File: config.mk
export PLATFORM = sky130hd
export DESIGN_NAME = chacha_ks_sequencer_flat
export DESIGN_NICKNAME = d
export VERILOG_FILES = /design/src/rtl/chacha_ks_sequencer_if.sv /design/src/rtl/chacha_ks_sequencer.sv /design/src/flat_wrapper.sv
export SDC_FILE = /design/constraint.sdc
export NUM_CORES = 1
export LEC_CHECK = 0
export BUFFER_PORTS_ARGS = -buffer_cell sky130_fd_sc_hd__buf_2
export CORE_MARGIN = 5
export CORE_UTILIZATION = 53
export DETAILED_ROUTE_END_ITERATION = 8
export PLACE_DENSITY = 0.81
export SYNTH_ARGS = -nofsm -noshare
export SYNTH_HDL_FRONTEND = slang
export SYNTH_SLANG_ARGS = --single-unit
File: constraint.sdc
create_clock -name clk -period 2.8 [get_ports clk]
set_input_delay 0.42 -clock clk [delete_from_list [all_inputs] [get_ports clk]]
set_output_delay 0.42 -clock clk [all_outputs]
set_load 0.005 [all_outputs]
File: src/rtl/chacha_ks_sequencer_if.sv
// Word-addressed Wishbone-classic bus used for both the host port and the accelerator port.
interface chacha_ks_sequencer_if;
  logic        cyc;
  logic        stb;
  logic        we;
  logic [3:0]  adr;
  logic [31:0] dat_w;
  logic [31:0] dat_r;
  logic        ack;

  modport master (output cyc, stb, we, adr, dat_w, input dat_r, ack);
  modport slave  (input cyc, stb, we, adr, dat_w, output dat_r, ack);
endinterface

File: src/rtl/chacha_ks_sequencer.sv
// Keystream sequencer between the host bus and the ChaCha accelerator; streams 16 words per block.
// Optional abort input is enabled by defining CHACHA_SEQ_ABORT_EN.
module chacha_ks_sequencer #(
  parameter logic [3:0]  ADDR_CTRL      = 4'd0,
  parameter logic [3:0]  ADDR_CTR       = 4'd12,
  parameter int unsigned NB_W           = 8,
  parameter int unsigned TIMEOUT_CYCLES = 1024
) (
  input  logic                  clk,
  input  logic                  reset,
  chacha_ks_sequencer_if.slave  host,
  chacha_ks_sequencer_if.master accel,
  input  logic                  a_irq,
  input  logic                  seq_start,
  input  logic [NB_W-1:0]       seq_nblocks,
  input  logic [31:0]           seq_ctr_init,
`ifdef CHACHA_SEQ_ABORT_EN
  input  logic                  seq_abort,
`endif
  output logic                  seq_busy,
  output logic                  seq_done,
  output logic                  seq_err,
  output logic [31:0]           ks_data,
  output logic                  ks_valid,
  input  logic                  ks_ready
);

  typedef enum logic [2:0] {
    StIdle, StWrCtr, StWrStart, StWaitIrq, StRdWord, StPush, StNext, StFinish
  } state_e;

  state_e          state;
  logic            m_cyc;
  logic            m_we;
  logic [3:0]      m_adr;
  logic [31:0]     m_dat;
  logic [31:0]     ctr;
  logic [NB_W-1:0] remaining;
  logic [3:0]      idx;
  logic [31:0]     timer;
  logic            pending;
  logic            host_wait;
  logic            new_start;
  logic            accept;
  logic [NB_W-1:0] accept_nb;
  logic            abort_now;

  // Host owns the accelerator only in idle; otherwise it is stalled with no ack.
  always_comb begin
    if (state == StIdle) begin
      accel.cyc   = host.cyc;
      accel.stb   = host.stb;
      accel.we    = host.we;
      accel.adr   = host.adr;
      accel.dat_w = host.dat_w;
      host.ack    = accel.ack;
      host.dat_r  = accel.dat_r;
    end else begin
      accel.cyc   = m_cyc;
      accel.stb   = m_cyc;
      accel.we    = m_we;
      accel.adr   = m_adr;
      accel.dat_w = m_dat;
      host.ack    = 1'b0;
      host.dat_r  = '0;
    end
  end

  assign host_wait = host.cyc & host.stb & ~accel.ack;
  assign new_start = seq_start & ~pending;
  assign accept    = (state == StIdle) & (new_start | pending) & ~host_wait;
  // A pending start already latched its parameters into the working registers.
  assign accept_nb = pending ? remaining : seq_nblocks;

`ifdef CHACHA_SEQ_ABORT_EN
  logic abort_q;

  always_ff @(posedge clk) begin
    if (reset) begin
      abort_q <= 1'b0;
    end else if (state == StIdle || state == StFinish) begin
      abort_q <= 1'b0;
    end else if (seq_abort) begin
      abort_q <= 1'b1;
    end
  end

  assign abort_now = seq_abort | abort_q;
`else
  assign abort_now = 1'b0;
`endif

  always_ff @(posedge clk) begin
    if (reset) begin
      state     <= StIdle;
      m_cyc     <= 1'b0;
      m_we      <= 1'b0;
      m_adr     <= '0;
      m_dat     <= '0;
      ctr       <= '0;
      remaining <= '0;
      idx       <= '0;
      timer     <= '0;
      pending   <= 1'b0;
      seq_busy  <= 1'b0;
      seq_done  <= 1'b0;
      seq_err   <= 1'b0;
      ks_data   <= '0;
      ks_valid  <= 1'b0;
    end else begin
      seq_done <= 1'b0;
      if (state == StIdle) begin
        if (new_start) begin
          ctr       <= seq_ctr_init;
          remaining <= seq_nblocks;
          if (host_wait) pending <= 1'b1;
        end
        if (accept) begin
          pending  <= 1'b0;
          seq_busy <= 1'b1;
          seq_err  <= 1'b0;
          idx      <= '0;
          state    <= (accept_nb == '0) ? StFinish : StWrCtr;
        end
      end else if (abort_now && state != StFinish) begin
        // Let an in-flight access finish before giving the bus back.
        if (!m_cyc || accel.ack) begin
          m_cyc    <= 1'b0;
          ks_valid <= 1'b0;
          state    <= StFinish;
        end
      end else begin
        unique case (state)
          StWrCtr: begin
            if (!m_cyc) begin
              m_cyc <= 1'b1;
              m_we  <= 1'b1;
              m_adr <= ADDR_CTR;
              m_dat <= ctr;
            end else if (accel.ack) begin
              m_cyc <= 1'b0;
              state <= StWrStart;
            end
          end
          StWrStart: begin
            if (!m_cyc) begin
              m_cyc <= 1'b1;
              m_we  <= 1'b1;
              m_adr <= ADDR_CTRL;
              m_dat <= 32'h1;
            end else if (accel.ack) begin
              m_cyc <= 1'b0;
              timer <= '0;
              state <= StWaitIrq;
            end
          end
          StWaitIrq: begin
            if (a_irq) begin
              state <= StRdWord;
            end else if (timer == TIMEOUT_CYCLES) begin
              seq_err <= 1'b1;
              state   <= StFinish;
            end else begin
              timer <= timer + 32'd1;
            end
          end
          StRdWord: begin
            if (!m_cyc) begin
              m_cyc <= 1'b1;
              m_we  <= 1'b0;
              m_adr <= idx;
              m_dat <= '0;
            end else if (accel.ack) begin
              m_cyc    <= 1'b0;
              ks_data  <= accel.dat_r;
              ks_valid <= 1'b1;
              state    <= StPush;
            end
          end
          StPush: begin
            if (ks_ready) begin
              ks_valid <= 1'b0;
              idx      <= idx + 4'd1;
              state    <= (idx == 4'd15) ? StNext : StRdWord;
            end
          end
          StNext: begin
            ctr       <= ctr + 32'd1;
            remaining <= remaining - NB_W'(1);
            state     <= (remaining != NB_W'(1)) ? StWrCtr : StFinish;
          end
          StFinish: begin
            seq_done <= 1'b1;
            seq_busy <= 1'b0;
            ks_valid <= 1'b0;
            m_cyc    <= 1'b0;
            state    <= StIdle;
          end
          default: state <= StIdle;
        endcase
      end
    end
  end

endmodule

File: src/flat_wrapper.sv
// flat-port wrapper written by rule: the top's interface ports become plain ports
module chacha_ks_sequencer_flat 
#(
  parameter logic [3:0]  ADDR_CTRL      = 4'd0,
  parameter logic [3:0]  ADDR_CTR       = 4'd12,
  parameter int unsigned NB_W           = 8,
  parameter int unsigned TIMEOUT_CYCLES = 1024
)
  (clk, reset, a_irq, seq_start, seq_nblocks, seq_ctr_init, seq_busy, seq_done, seq_err, ks_data, ks_valid, ks_ready, host_cyc, host_stb, host_we, host_adr, host_dat_w, host_dat_r, host_ack, accel_cyc, accel_stb, accel_we, accel_adr, accel_dat_w, accel_dat_r, accel_ack);
  chacha_ks_sequencer_if host_i ();
  chacha_ks_sequencer_if accel_i ();
  input  logic clk;
  input  logic reset;
  input  logic a_irq;
  input  logic seq_start;
  input  logic [NB_W-1:0] seq_nblocks;
  input  logic [31:0] seq_ctr_init;
  output logic seq_busy;
  output logic seq_done;
  output logic seq_err;
  output logic [31:0] ks_data;
  output logic ks_valid;
  input  logic ks_ready;
  input wire logic [$bits(host_i.cyc)-1:0] host_cyc;
  input wire logic [$bits(host_i.stb)-1:0] host_stb;
  input wire logic [$bits(host_i.we)-1:0] host_we;
  input wire logic [$bits(host_i.adr)-1:0] host_adr;
  input wire logic [$bits(host_i.dat_w)-1:0] host_dat_w;
  output wire logic [$bits(host_i.dat_r)-1:0] host_dat_r;
  output wire logic [$bits(host_i.ack)-1:0] host_ack;
  output wire logic [$bits(accel_i.cyc)-1:0] accel_cyc;
  output wire logic [$bits(accel_i.stb)-1:0] accel_stb;
  output wire logic [$bits(accel_i.we)-1:0] accel_we;
  output wire logic [$bits(accel_i.adr)-1:0] accel_adr;
  output wire logic [$bits(accel_i.dat_w)-1:0] accel_dat_w;
  input wire logic [$bits(accel_i.dat_r)-1:0] accel_dat_r;
  input wire logic [$bits(accel_i.ack)-1:0] accel_ack;
  assign host_i.cyc = host_cyc;
  assign host_i.stb = host_stb;
  assign host_i.we = host_we;
  assign host_i.adr = host_adr;
  assign host_i.dat_w = host_dat_w;
  assign host_dat_r = host_i.dat_r;
  assign host_ack = host_i.ack;
  assign accel_cyc = accel_i.cyc;
  assign accel_stb = accel_i.stb;
  assign accel_we = accel_i.we;
  assign accel_adr = accel_i.adr;
  assign accel_dat_w = accel_i.dat_w;
  assign accel_i.dat_r = accel_dat_r;
  assign accel_i.ack = accel_ack;
  chacha_ks_sequencer #(.ADDR_CTRL(ADDR_CTRL), .ADDR_CTR(ADDR_CTR), .NB_W(NB_W), .TIMEOUT_CYCLES(TIMEOUT_CYCLES)) u_core (.clk(clk), .reset(reset), .host(host_i), .accel(accel_i), .a_irq(a_irq), .seq_start(seq_start), .seq_nblocks(seq_nblocks), .seq_ctr_init(seq_ctr_init), .seq_busy(seq_busy), .seq_done(seq_done), .seq_err(seq_err), .ks_data(ks_data), .ks_valid(ks_valid), .ks_ready(ks_ready));
endmodule
==> run metrics <==
status=finished, final reports clean; R2R setup slack=0.40 ns; top cells by area in the synthesized netlist=dfxtp_1 (39%), nand2_1 (11%), nor2_1 (5.7%), a21oi_1 (5.1%), a22oi_1 (4.0%); CTS Buf Count=17; Fin. Hold Viols=0; dpl hpwl=15.9 mm; Post-synth top cells=nand2_1 (239), dfxtp_1 (154), nor2_1 (119), a21oi_1 (80), clkbuf_1 (60); Starting Density=54.2%; Port-buffer cells=224; final wirelength=approximately 23 mm; depth of the most critical reg-to-reg path=6; PwrDens=a little under 1000 nW/um2; DR DRC count=0; Worst slew margin=48.7%; Hold Crit Class=primary input to register; routed length per instance=15.7 um; Placer Congestion=about 0.94; clock network fraction of total power=25.3%; die extent in y=approximately 130 um; Hold Path Sink=u_core.ks_data[9]; Final Non-Filler Cells=1,463; via count=8,429; top-count cell post-synth=nand2_1; num rows=44; post-cts sizing count=0; Yosys cell types=62; layout net count=1,388; combinational share of power=44.9%; vias in the first global route=7,793; Arrival @ worst endpoint=2.15 ns; CTS tree=done; CTS max path bufs=2; DRT Pass-1 Iters=6; top cell type's share of synthesized area=39.1%; r2r endpoint=u_core.ctr[29]; RSZ-0062 raised after global routing=false; f_max=0.390 GHz; synthesized area=7880 um2; first-pass GRT wire length=37.6 mm; Design Power=9470 uW; Post-Synthesis Cells=between 1,000 and 1,500; static leakage=0.00403 uW; peak supply drop=about 0.84 mV; hold slack=0.238 ns; worst hold path stage count=3; initial antenna violation count=1; Clock transition at path regs=approximately 0.06 ns; setup_tns=0 ns; Worst Skew=roughly 0.0075 ns; Syn-to-layout area delta=24.4%; Post-synth ARST share=0%; share of cells above drive strength 1=23.6%; Setup crit end kind=output port; Post-Place Cells=approximately 1,400; top cell type by total area after synthesis=dfxtp_1; max-cap violation count=0; Top FF cell, synth=dfxtp_1; yosys warns=0; Final Util=67.5%; Mapped Avg Cell Area=~7.4 um2; Sw Share=roughly two fifths; post-route clock period utilization=about nine tenths; # setup viols final=0; worst skew pair latency=0.43 ns; drt first-iter violations=approximately 710; Yosys reg bits=about 150; grt total ovfl=0; total core area=14,500 um2; Internal Power=5550 uW; Crit Path Class=register to output port; final max-slew violation count=0; Boundary Pins=225; drt via density=5.76; Syn Nets=1,195; maximum net fanout on the critical path=28; min Tclk post-route=2.57 ns; setup repair bufs after CTS=0; H-tree Lvls=4; hold path startpoint=accel_dat_r[9]; Setup crit start kind=register; Seq/Total Area, Yosys=about two fifths; CTS root buffer=clkbuf_16; clk sinks=154; Post-synth EDFFs=0; Reg power frac=29.7%; Hold Buf Count CTS=0; Die Area=about 17,000 um2; WP data required=between 2 and 2.5 ns; all-layer global routing usage=25.4%; total net switching power=3910 uW; Final ANT Viol Nets=0; reg-to-reg startpoint=u_core.ctr[9]; pin count of the biggest net entering global routing=135; Worst Tran Pin Value=0.750 ns; Die W=between 100 and 150 um
==> power groups by stage <==
stage / Sequential (uW) / Clock (uW) / Combinational, uW
after floorplan: 2730 / 0 / 2900
after global placement: 2840 / 0 / 4120
after detailed placement: 2840 / 0 / 4190
after CTS: 2800 / 2440 / 4240
after global routing: 2860 / 2520 / 4730
final: 2810 / 2400 / 4250
==> layout by cell type (no fill, tap or decap), types with 3 or more instances in the layout <==
master / n
a311oi_1: 7
nor4b_1: 3
clkbuf_16: 17
inv_6: 3
a2111oi_2: 3
and2_1: 36
ha_1: 6
a21o_1: 4
nor2b_1: 3
nor4_1: 13
buf_12: 3
nand4_1: 21
nand2_1: 239
clkinv_2: 3
or3_1: 5
o22ai_1: 4
a21oi_1: 80
dfxtp_1: 154
and4_1: 5
a31oi_1: 11
a22o_1: 3
or4_1: 5
a22oi_1: 42
xnor2_1: 28
and3_1: 11
buf_4: 24
a211oi_1: 15
a2111oi_0: 4
nor3_1: 40
nor2_1: 119
nand3_1: 30
clkinv_4: 3
inv_1: 18
a41oi_1: 3
o21ai_0: 34
bufinv_16: 3
nand2b_1: 9
buf_2: 223
o31ai_1: 5
==> metal layers <==
layer,global-route usage (%),share of wire [%],up-vias
li1,-,-,4138
met1,31.9,41,3877
met2,41.6,48,360
met3,7.71,8.5,54
met4,8.46,2.4,0
met5,0,0,-
==> registers in the layout, indices dropped and copies added, names as in the netlist <==
register          flops
u_core.state          3
u_core.remaining      8
u_core.pending        1
u_core.m_cyc          1
u_core.seq_err        1
u_core.ks_valid       1
u_core.m_dat         32
u_core.m_we           1
u_core.seq_done       1
u_core.seq_busy       1
u_core.ks_data       32
u_core.timer         32
u_core.idx            4
u_core.ctr           32
u_core.m_adr          4
==> worst max-delay path by stage <==
stage	from	endpoint	slack, ns	depth (start not counted)
2_1_floorplan	u_core.state[1]	accel_adr[0]	0.68	7
3_3_place_gp	u_core.ctr[6]	u_core.ctr[29]	0.52	6
3_5_place_dp	u_core.ctr[6]	u_core.ctr[29]	0.46	6
4_1_cts	u_core.state[2]	accel_dat_w[12]	0.23	5
5_1_grt	u_core.state[2]	accel_dat_w[6]	0.09	5
6_report	u_core.state[2]	accel_dat_w[12]	0.23	5
==> logic make-up after synthesis <==
family                   after synthesis  share of synthesized area, %
AND/OR/NAND/NOR                      553                          32.3
AO/OA/AOI/OAI                        232                          19.0
flip-flops                           154                          39.1
buffers and inverters                 94                          4.86
XOR/XNOR                              30                          3.33
adder cells (fa/ha/maj)                6                         0.953
multiplexers                           3                         0.397
==> metrics by stage <==
stage | cell area (um2) | setup slack, ns
finish | 9810 | 0.233
global route | 9800 | 0.0906
floorplan | 7880 | 0.680
global placement | 9190 | 0.515
CTS | 9800 | 0.233
detailed placement | 9190 | 0.463
==> worst max-delay path: stages (launching register included) <==
cell	delay (ns)
dfxtp_1	0.44
or3_2	0.69
buf_4	0.31
nand2_1	0.10
nand2_1	0.05
buf_2	0.12
==> cell type report <==
cell class | count | area (um2)
Clock buffer | 19 | 453
Clock inverter | 13 | 165
Timing Repair Buffer | 250 | 1360
Inverter | 18 | 67.6
Sequential cell | 154 | 3080
Fill cell | 1230 | 4730
Multi-Input combinational cell | 824 | 4450
Antenna cell | 1 | 2.50
Tap cell | 184 | 230
Power figures use the tool's default switching activity.
